$ cat src/rtl/ravan_roundtrip_bist.sv
`default_nettype none
// ============================================================================
// Module   : ravan_roundtrip_bist
// Purpose  : Encrypt/decrypt round-trip self-test sequencer for the RAVAN core.
//            Optional macro RAVAN_BIST_SHA_GUARD_EN ends a run on core_sha_error.
// Revision : 1.0 - initial release
// ============================================================================
module ravan_roundtrip_bist #(
  parameter int                DATA_W       = 64,
  parameter int                KEY_W        = 512,
  parameter int                CORE_LATENCY = 10,
  parameter int                CNT_W        = 16,
  parameter logic [DATA_W-1:0] LFSR_TAPS    = 64'hD800000000000000
) (
  input  logic              clk,
  input  logic              rst,
  input  logic              start,
  input  logic              abort,
  input  logic [CNT_W-1:0]  num_vectors,
  input  logic [DATA_W-1:0] seed,
  input  logic [KEY_W-1:0]  key_in,
  output logic              core_enc_op_sel,
  output logic [DATA_W-1:0] core_data_in,
  output logic [KEY_W-1:0]  core_key,
  input  logic [DATA_W-1:0] core_data_out,
  input  logic              core_sha_error,
  output logic              busy,
  output logic              done,
  output logic              pass,
  output logic [CNT_W-1:0]  fail_count,
  output logic [CNT_W-1:0]  first_fail_idx,
  output logic [DATA_W-1:0] first_fail_data,
  output logic              aborted
);

  localparam int                LAT_W    = (CORE_LATENCY > 1) ? $clog2(CORE_LATENCY) : 1;
  localparam logic [LAT_W-1:0]  LAT_LAST = LAT_W'(CORE_LATENCY - 1);

  typedef enum logic [2:0] {
    S_IDLE = 3'd0,
    S_ENC  = 3'd1,
    S_DEC  = 3'd2,
    S_CMP  = 3'd3,
    S_DONE = 3'd4
  } state_t;

  state_t            state_q, state_d;
  logic [LAT_W-1:0]  cnt_q, cnt_d;
  logic [DATA_W-1:0] lfsr_q, lfsr_d;
  logic [DATA_W-1:0] cipher_q, cipher_d;
  logic [DATA_W-1:0] dec_q, dec_d;
  logic [CNT_W-1:0]  idx_q, idx_d;
  logic [CNT_W-1:0]  nvec_q, nvec_d;
  logic [KEY_W-1:0]  key_q, key_d;
  logic [CNT_W-1:0]  fail_count_q, fail_count_d;
  logic [CNT_W-1:0]  first_fail_idx_q, first_fail_idx_d;
  logic [DATA_W-1:0] first_fail_data_q, first_fail_data_d;
  logic              done_q, done_d;
  logic              pass_q, pass_d;
  logic              aborted_q, aborted_d;

  logic              run_active;
  logic [CNT_W-1:0]  idx_inc;

  assign run_active = (state_q == S_ENC) || (state_q == S_DEC) || (state_q == S_CMP);
  assign idx_inc    = idx_q + CNT_W'(1);

  always_ff @(posedge clk or posedge rst) begin
    if (rst) begin
      state_q           <= S_IDLE;
      cnt_q             <= '0;
      lfsr_q            <= '0;
      cipher_q          <= '0;
      dec_q             <= '0;
      idx_q             <= '0;
      nvec_q            <= '0;
      key_q             <= '0;
      fail_count_q      <= '0;
      first_fail_idx_q  <= '0;
      first_fail_data_q <= '0;
      done_q            <= 1'b0;
      pass_q            <= 1'b0;
      aborted_q         <= 1'b0;
    end else begin
      state_q           <= state_d;
      cnt_q             <= cnt_d;
      lfsr_q            <= lfsr_d;
      cipher_q          <= cipher_d;
      dec_q             <= dec_d;
      idx_q             <= idx_d;
      nvec_q            <= nvec_d;
      key_q             <= key_d;
      fail_count_q      <= fail_count_d;
      first_fail_idx_q  <= first_fail_idx_d;
      first_fail_data_q <= first_fail_data_d;
      done_q            <= done_d;
      pass_q            <= pass_d;
      aborted_q         <= aborted_d;
    end
  end

  always_comb begin
    state_d           = state_q;
    cnt_d             = cnt_q;
    lfsr_d            = lfsr_q;
    cipher_d          = cipher_q;
    dec_d             = dec_q;
    idx_d             = idx_q;
    nvec_d            = nvec_q;
    key_d             = key_q;
    fail_count_d      = fail_count_q;
    first_fail_idx_d  = first_fail_idx_q;
    first_fail_data_d = first_fail_data_q;
    done_d            = done_q;
    pass_d            = pass_q;
    aborted_d         = aborted_q;

    case (state_q)
      S_IDLE, S_DONE: begin
        if (start && !abort) begin
          nvec_d            = num_vectors;
          key_d             = key_in;
          // An all-zero seed would lock the LFSR at zero.
          lfsr_d            = (seed == '0) ? '1 : seed;
          cnt_d             = '0;
          idx_d             = '0;
          fail_count_d      = '0;
          first_fail_idx_d  = '0;
          first_fail_data_d = '0;
          aborted_d         = 1'b0;
          if (num_vectors == '0) begin
            state_d = S_DONE;
            done_d  = 1'b1;
            pass_d  = 1'b1;
          end else begin
            state_d = S_ENC;
            done_d  = 1'b0;
            pass_d  = 1'b0;
          end
        end
      end
      S_ENC: begin
        if (cnt_q == LAT_LAST) begin
          cipher_d = core_data_out;
          cnt_d    = '0;
          state_d  = S_DEC;
        end else begin
          cnt_d = cnt_q + LAT_W'(1);
        end
      end
      S_DEC: begin
        if (cnt_q == LAT_LAST) begin
          dec_d   = core_data_out;
          cnt_d   = '0;
          state_d = S_CMP;
        end else begin
          cnt_d = cnt_q + LAT_W'(1);
        end
      end
      S_CMP: begin
        if (dec_q != lfsr_q) begin
          if (fail_count_q != '1) fail_count_d = fail_count_q + CNT_W'(1);
          if (fail_count_q == '0) begin
            first_fail_idx_d  = idx_q;
            first_fail_data_d = lfsr_q;
          end
        end
        lfsr_d = {1'b0, lfsr_q[DATA_W-1:1]} ^ (lfsr_q[0] ? LFSR_TAPS : '0);
        idx_d  = idx_inc;
        if (idx_inc == nvec_q) begin
          state_d = S_DONE;
          done_d  = 1'b1;
          pass_d  = (fail_count_d == '0) && !aborted_q;
        end else begin
          state_d = S_ENC;
        end
      end
      default: state_d = S_IDLE;
    endcase

`ifdef RAVAN_BIST_SHA_GUARD_EN
    if (run_active && core_sha_error) begin
      state_d   = S_DONE;
      done_d    = 1'b1;
      pass_d    = 1'b0;
      aborted_d = 1'b1;
    end
`endif

    // Abort overrides everything, including a simultaneous SHA fault.
    if (run_active && abort) begin
      state_d = S_IDLE;
      done_d  = 1'b0;
      pass_d  = 1'b0;
    end
  end

`ifndef RAVAN_BIST_SHA_GUARD_EN
  logic unused_sha_error;
  assign unused_sha_error = core_sha_error;
`endif

  always_comb begin
    core_enc_op_sel = 1'b0;
    core_data_in    = '0;
    if (state_q == S_ENC) begin
      core_enc_op_sel = 1'b1;
      core_data_in    = lfsr_q;
    end else if (state_q == S_DEC) begin
      core_data_in = cipher_q;
    end
  end

  assign core_key        = key_q;
  assign busy            = run_active;
  assign done            = done_q;
  assign pass            = pass_q;
  assign fail_count      = fail_count_q;
  assign first_fail_idx  = first_fail_idx_q;
  assign first_fail_data = first_fail_data_q;
`ifdef RAVAN_BIST_SHA_GUARD_EN
  assign aborted = aborted_q;
`else
  assign aborted = 1'b0;
`endif

endmodule
`default_nettype wire

$ cat config.mk
export PLATFORM = sky130hd
export DESIGN_NAME = ravan_roundtrip_bist
export DESIGN_NICKNAME = d
export VERILOG_FILES = /design/src/rtl/ravan_roundtrip_bist.sv
export SDC_FILE = /design/constraint.sdc
export NUM_CORES = 2
export LEC_CHECK = 0
export BUFFER_PORTS_ARGS = -buffer_cell sky130_fd_sc_hd__buf_4
export CAP_MARGIN = 20
export CORE_AREA = 10 10 515 517
export DETAILED_ROUTE_END_ITERATION = 10
export DIE_AREA = 0 0 525 527
export GPL_TIMING_DRIVEN = 0
export PLACE_DENSITY = 0.33
export SYNTH_ARGS = -nofsm -noshare
export SYNTH_HDL_FRONTEND = slang
export SYNTH_SLANG_ARGS = --single-unit
$ cat constraint.sdc
create_clock -name clk -period 49.8 [get_ports clk]
set_input_delay 12.45 -clock clk [delete_from_list [all_inputs] [get_ports clk]]
set_output_delay 12.45 -clock clk [all_outputs]
set_load 0.01 [all_outputs]
==> flow_summary.yaml <==
timing:
  fmax_mhz: 60.91
  fin_crit_ns: 16.42
  slew_headroom_pct: 26.42
  fin_crit_sh_pct: 32.97
  hold_violations: 0
  fin_ws_ns: 33.38
  grt_setup_unrepaired: "no"
  skew_ns: 0.09614
  finalSetupViolations: 0
  slew_violations: 0
  max_slew.worst_pin.slew_ns: 1.104
power:
  cellPowerDensity_nw_per_um2: 57.66
  p_leak_nw: 26.37
  clkPwrFrac_pct: 27.3
  p_int_mw: 1.883
  p_comb_share_pct: 35.3
  switchingPower_mw: 1.196
  seqPwrFrac_pct: 37.4
  switching_share_pct: 38.84
  irDropWorstVdd_mv: 0.02916
detailed_routing:
  via_count: 32940
  drt.antenna.violating_nets: 0
  totalWireLength_um: 235900
  first_pass_iters: 5
  met1Wirelength_um: 93840
  wl_met2_um: 109100
  via_per_inst: 3.788
  avgRoutedWirePerCell_um: 27.13
  drc_errors: 0
  top_layer: "met5"
  wl_met3_um: 23820
  drt-initial-drc-count: 2358
layout:
  drive_above_1_share_pct: 32.46
  nets: 5854
  fin_util_pct: 20.91
  area_growth_pct: 52.86
synthesis:
  syn_avg_cell_area_um2: 9.378
  postSynthCellCount: 3724
  synth.area.top_cells: "dfrtp_1 (60%), nand2_1 (20%), mux2_2 (4.2%)"
  synth_top_flop_cell: "dfrtp_1"
  yosysSeqAreaShare_pct: 60.26
  yosys_register_bits: 841
  async_flop_share_pct: 100.0
  ys_types: 67
  syn_area_um2: 34920
  syn_nets: 4388
  ys_warn_count: 0
  synth-edff-count: 0
  synth_top_cell_by_area: "dfrtp_1"
  synth_top_area_share_pct: 60.26
global_route:
  grt_usage_pct: 16.30
  grt_pass1_vias: 34070
  overflow: 0
  grt_pass1_wl_um: 314300
  antenna_found_initial: 116
  grt_max_degree: 109
cts:
  clock_path_buffers: 3
  postCtsResizedCells: 0
  cts_buffers: 112
  htree_levels: 3
  ctsHoldBuffers: 0
  path_clk_slew_ns: 0.06
  cts_tree: "done"
  root_buffer: "clkbuf_16"
  clock-sinks: 841
  cts_setup_buffers: 0
  clock_latency_ns: 0.79
critical_path:
  cp.arrival_ns: 3.97
  critical_path.startpoint_type: "register"
  path_max_fanout: 10
  worstSetupPathType: "reg -> out"
  crit_required_ns: 37.35
  end_kind: "output port"
job:
  drv_cap: 0
placed_design:
  post-place-ws_ns: 33.69
  gp_congestion: 0.8850
  hpwl_um: 195300
  port_buffers: 1335
hold_path:
  min_path_type: "reg -> reg"
status:
  status: "finished clean"
die:
  die-area_um2: 276700
  die_h_um: 527
  rows: 186
  start_util_pct: 13.68
  coreArea_um2: 255300
  die_w_um: 525
  boundaryPins: 1338
[worst max-delay path: stages (launching register included)]
cell and delay, ns:
dfrtp_1 0.32, clkbuf_1 0.28, nor3b_1 0.72, clkbuf_1 0.81
clkbuf_1 0.56, a22o_1 0.32, buf_4 0.16
[layout by cell type, fill, tap and decap left out, types with 11 or more instances in the layout]
master / n
clkbuf_1: 223
nand2_1: 1853
o21ai_0: 194
mux2_2: 129
clkbuf_8: 29
nor3_1: 13
nor4_1: 28
xor2_1: 15
xnor2_1: 82
clkinv_2: 19
buf_4: 1340
nand3_1: 15
a22o_1: 66
nand4_1: 36
buf_2: 19
clkbuf_16: 113
diode_2: 34
buf_16: 11
nor2_1: 30
a21oi_1: 15
a22oi_1: 67
dfrtp_1: 841
[through the flow]
step / power [mW] / hold WS (ns) / setup TNS, ns / cell area, um^2 / instances
after floorplan: 1.524 / 0.4475 / 0 / 34920 / 3724
after global routing: 3.276 / 0.4958 / 0 / 53340 / 8677
after CTS: 3.150 / 0.4778 / 0 / 53290 / 8661
after global placement: 2.278 / 0.4614 / -781.44 / 49180 / 8443
after detailed placement: 2.276 / 0.4629 / 0 / 49560 / 8459
final: 3.078 / 0.4734 / 0 / 53390 / 8696
[power groups by stage]
stage / logic (mW) / clock network [mW] / registers, mW
final: 1.09 / 0.841 / 1.15
after global routing: 1.19 / 0.899 / 1.19
after CTS: 1.12 / 0.876 / 1.15
after detailed placement: 1.12 / 0 / 1.16
after global placement: 1.12 / 0 / 1.16
after floorplan: 0.339 / 0 / 1.18
[layer usage]
metal | up-vias | global-route usage [%]
li1 | 15080 | -
met1 | 16050 | 19.31
met2 | 1423 | 26.21
met3 | 352 | 6.778
met4 | 32 | 6.365
met5 | - | 0
[Yosys cell counts (3+ instances only)]
cell,n
a211oi_1,6
a21o_1,3
a21oi_1,15
a22o_1,66
a22oi_1,67
a31oi_1,4
and3_1,4
and4_2,3
buf_1,3
buf_2,18
buf_4,4
buf_6,5
clkbuf_1,200
dfrtp_1,841
ha_1,3
inv_1,9
mux2_2,129
nand2_1,1853
nand2b_1,7
nand3_1,15
nand4_1,36
nor2_1,31
nor2b_1,3
nor3_1,13
nor3b_1,4
nor4_1,29
nor4_4,3
o21ai_0,194
o22ai_1,3
o31ai_1,8
or2_2,3
or3_1,4
xnor2_1,82
xor2_1,15
[path summary, 6_finish.rpt]
check	from	endpoint	slack (ns)	depth (start not counted)
worst max register to register	lfsr_q[7]	first_fail_idx[14]	45.45	11
min in group asynchronous	rst	core_key[458]	11.83	2
max in group asynchronous	rst	core_key[329]	36.26	4
worst min register to register	core_key[120]	core_key[120]	0.47	2
worst max-delay path	state_q[0]	core_data_in[53]	33.38	6
worst min-delay path	core_key[120]	core_key[120]	0.47	2
[state kept, by name, summed over array words and instances, names as in the netlist, 3 cells and up]
signal	count
core_key	512
first_fail_data	64
state_q	3
nvec_q	16
fail_count	16
dec_q	64
idx_q	16
cnt_q	4
cipher_q	64
first_fail_idx	16
lfsr_q	64
[layout make-up]
cell class,instances,area (um^2)
Buffer,230,942.2
Antenna cell,34,85.08
Clock inverter,34,404.1
Multi-Input combinational cell,2644,12920
Tap cell,3384,4234
Clock buffer,168,3324
Fill cell,28360,201900
Inverter,9,41.29
Sequential cell,841,21050
Timing Repair Buffer,1352,10390
[kinds of logic after synthesis]
family	after synthesis	share of synthesized area, %
AO/OA/AOI/OAI	386	7.126
XOR/XNOR	98	2.497
adder cells (fa/ha/maj)	3	0.1075
buffers and inverters	239	2.784
flip-flops	841	60.26
multiplexers	131	4.217
other	1	0.01074
AND/OR/NAND/NOR	2025	23.00
Note: power is estimated with default switching activity, not from simulation.
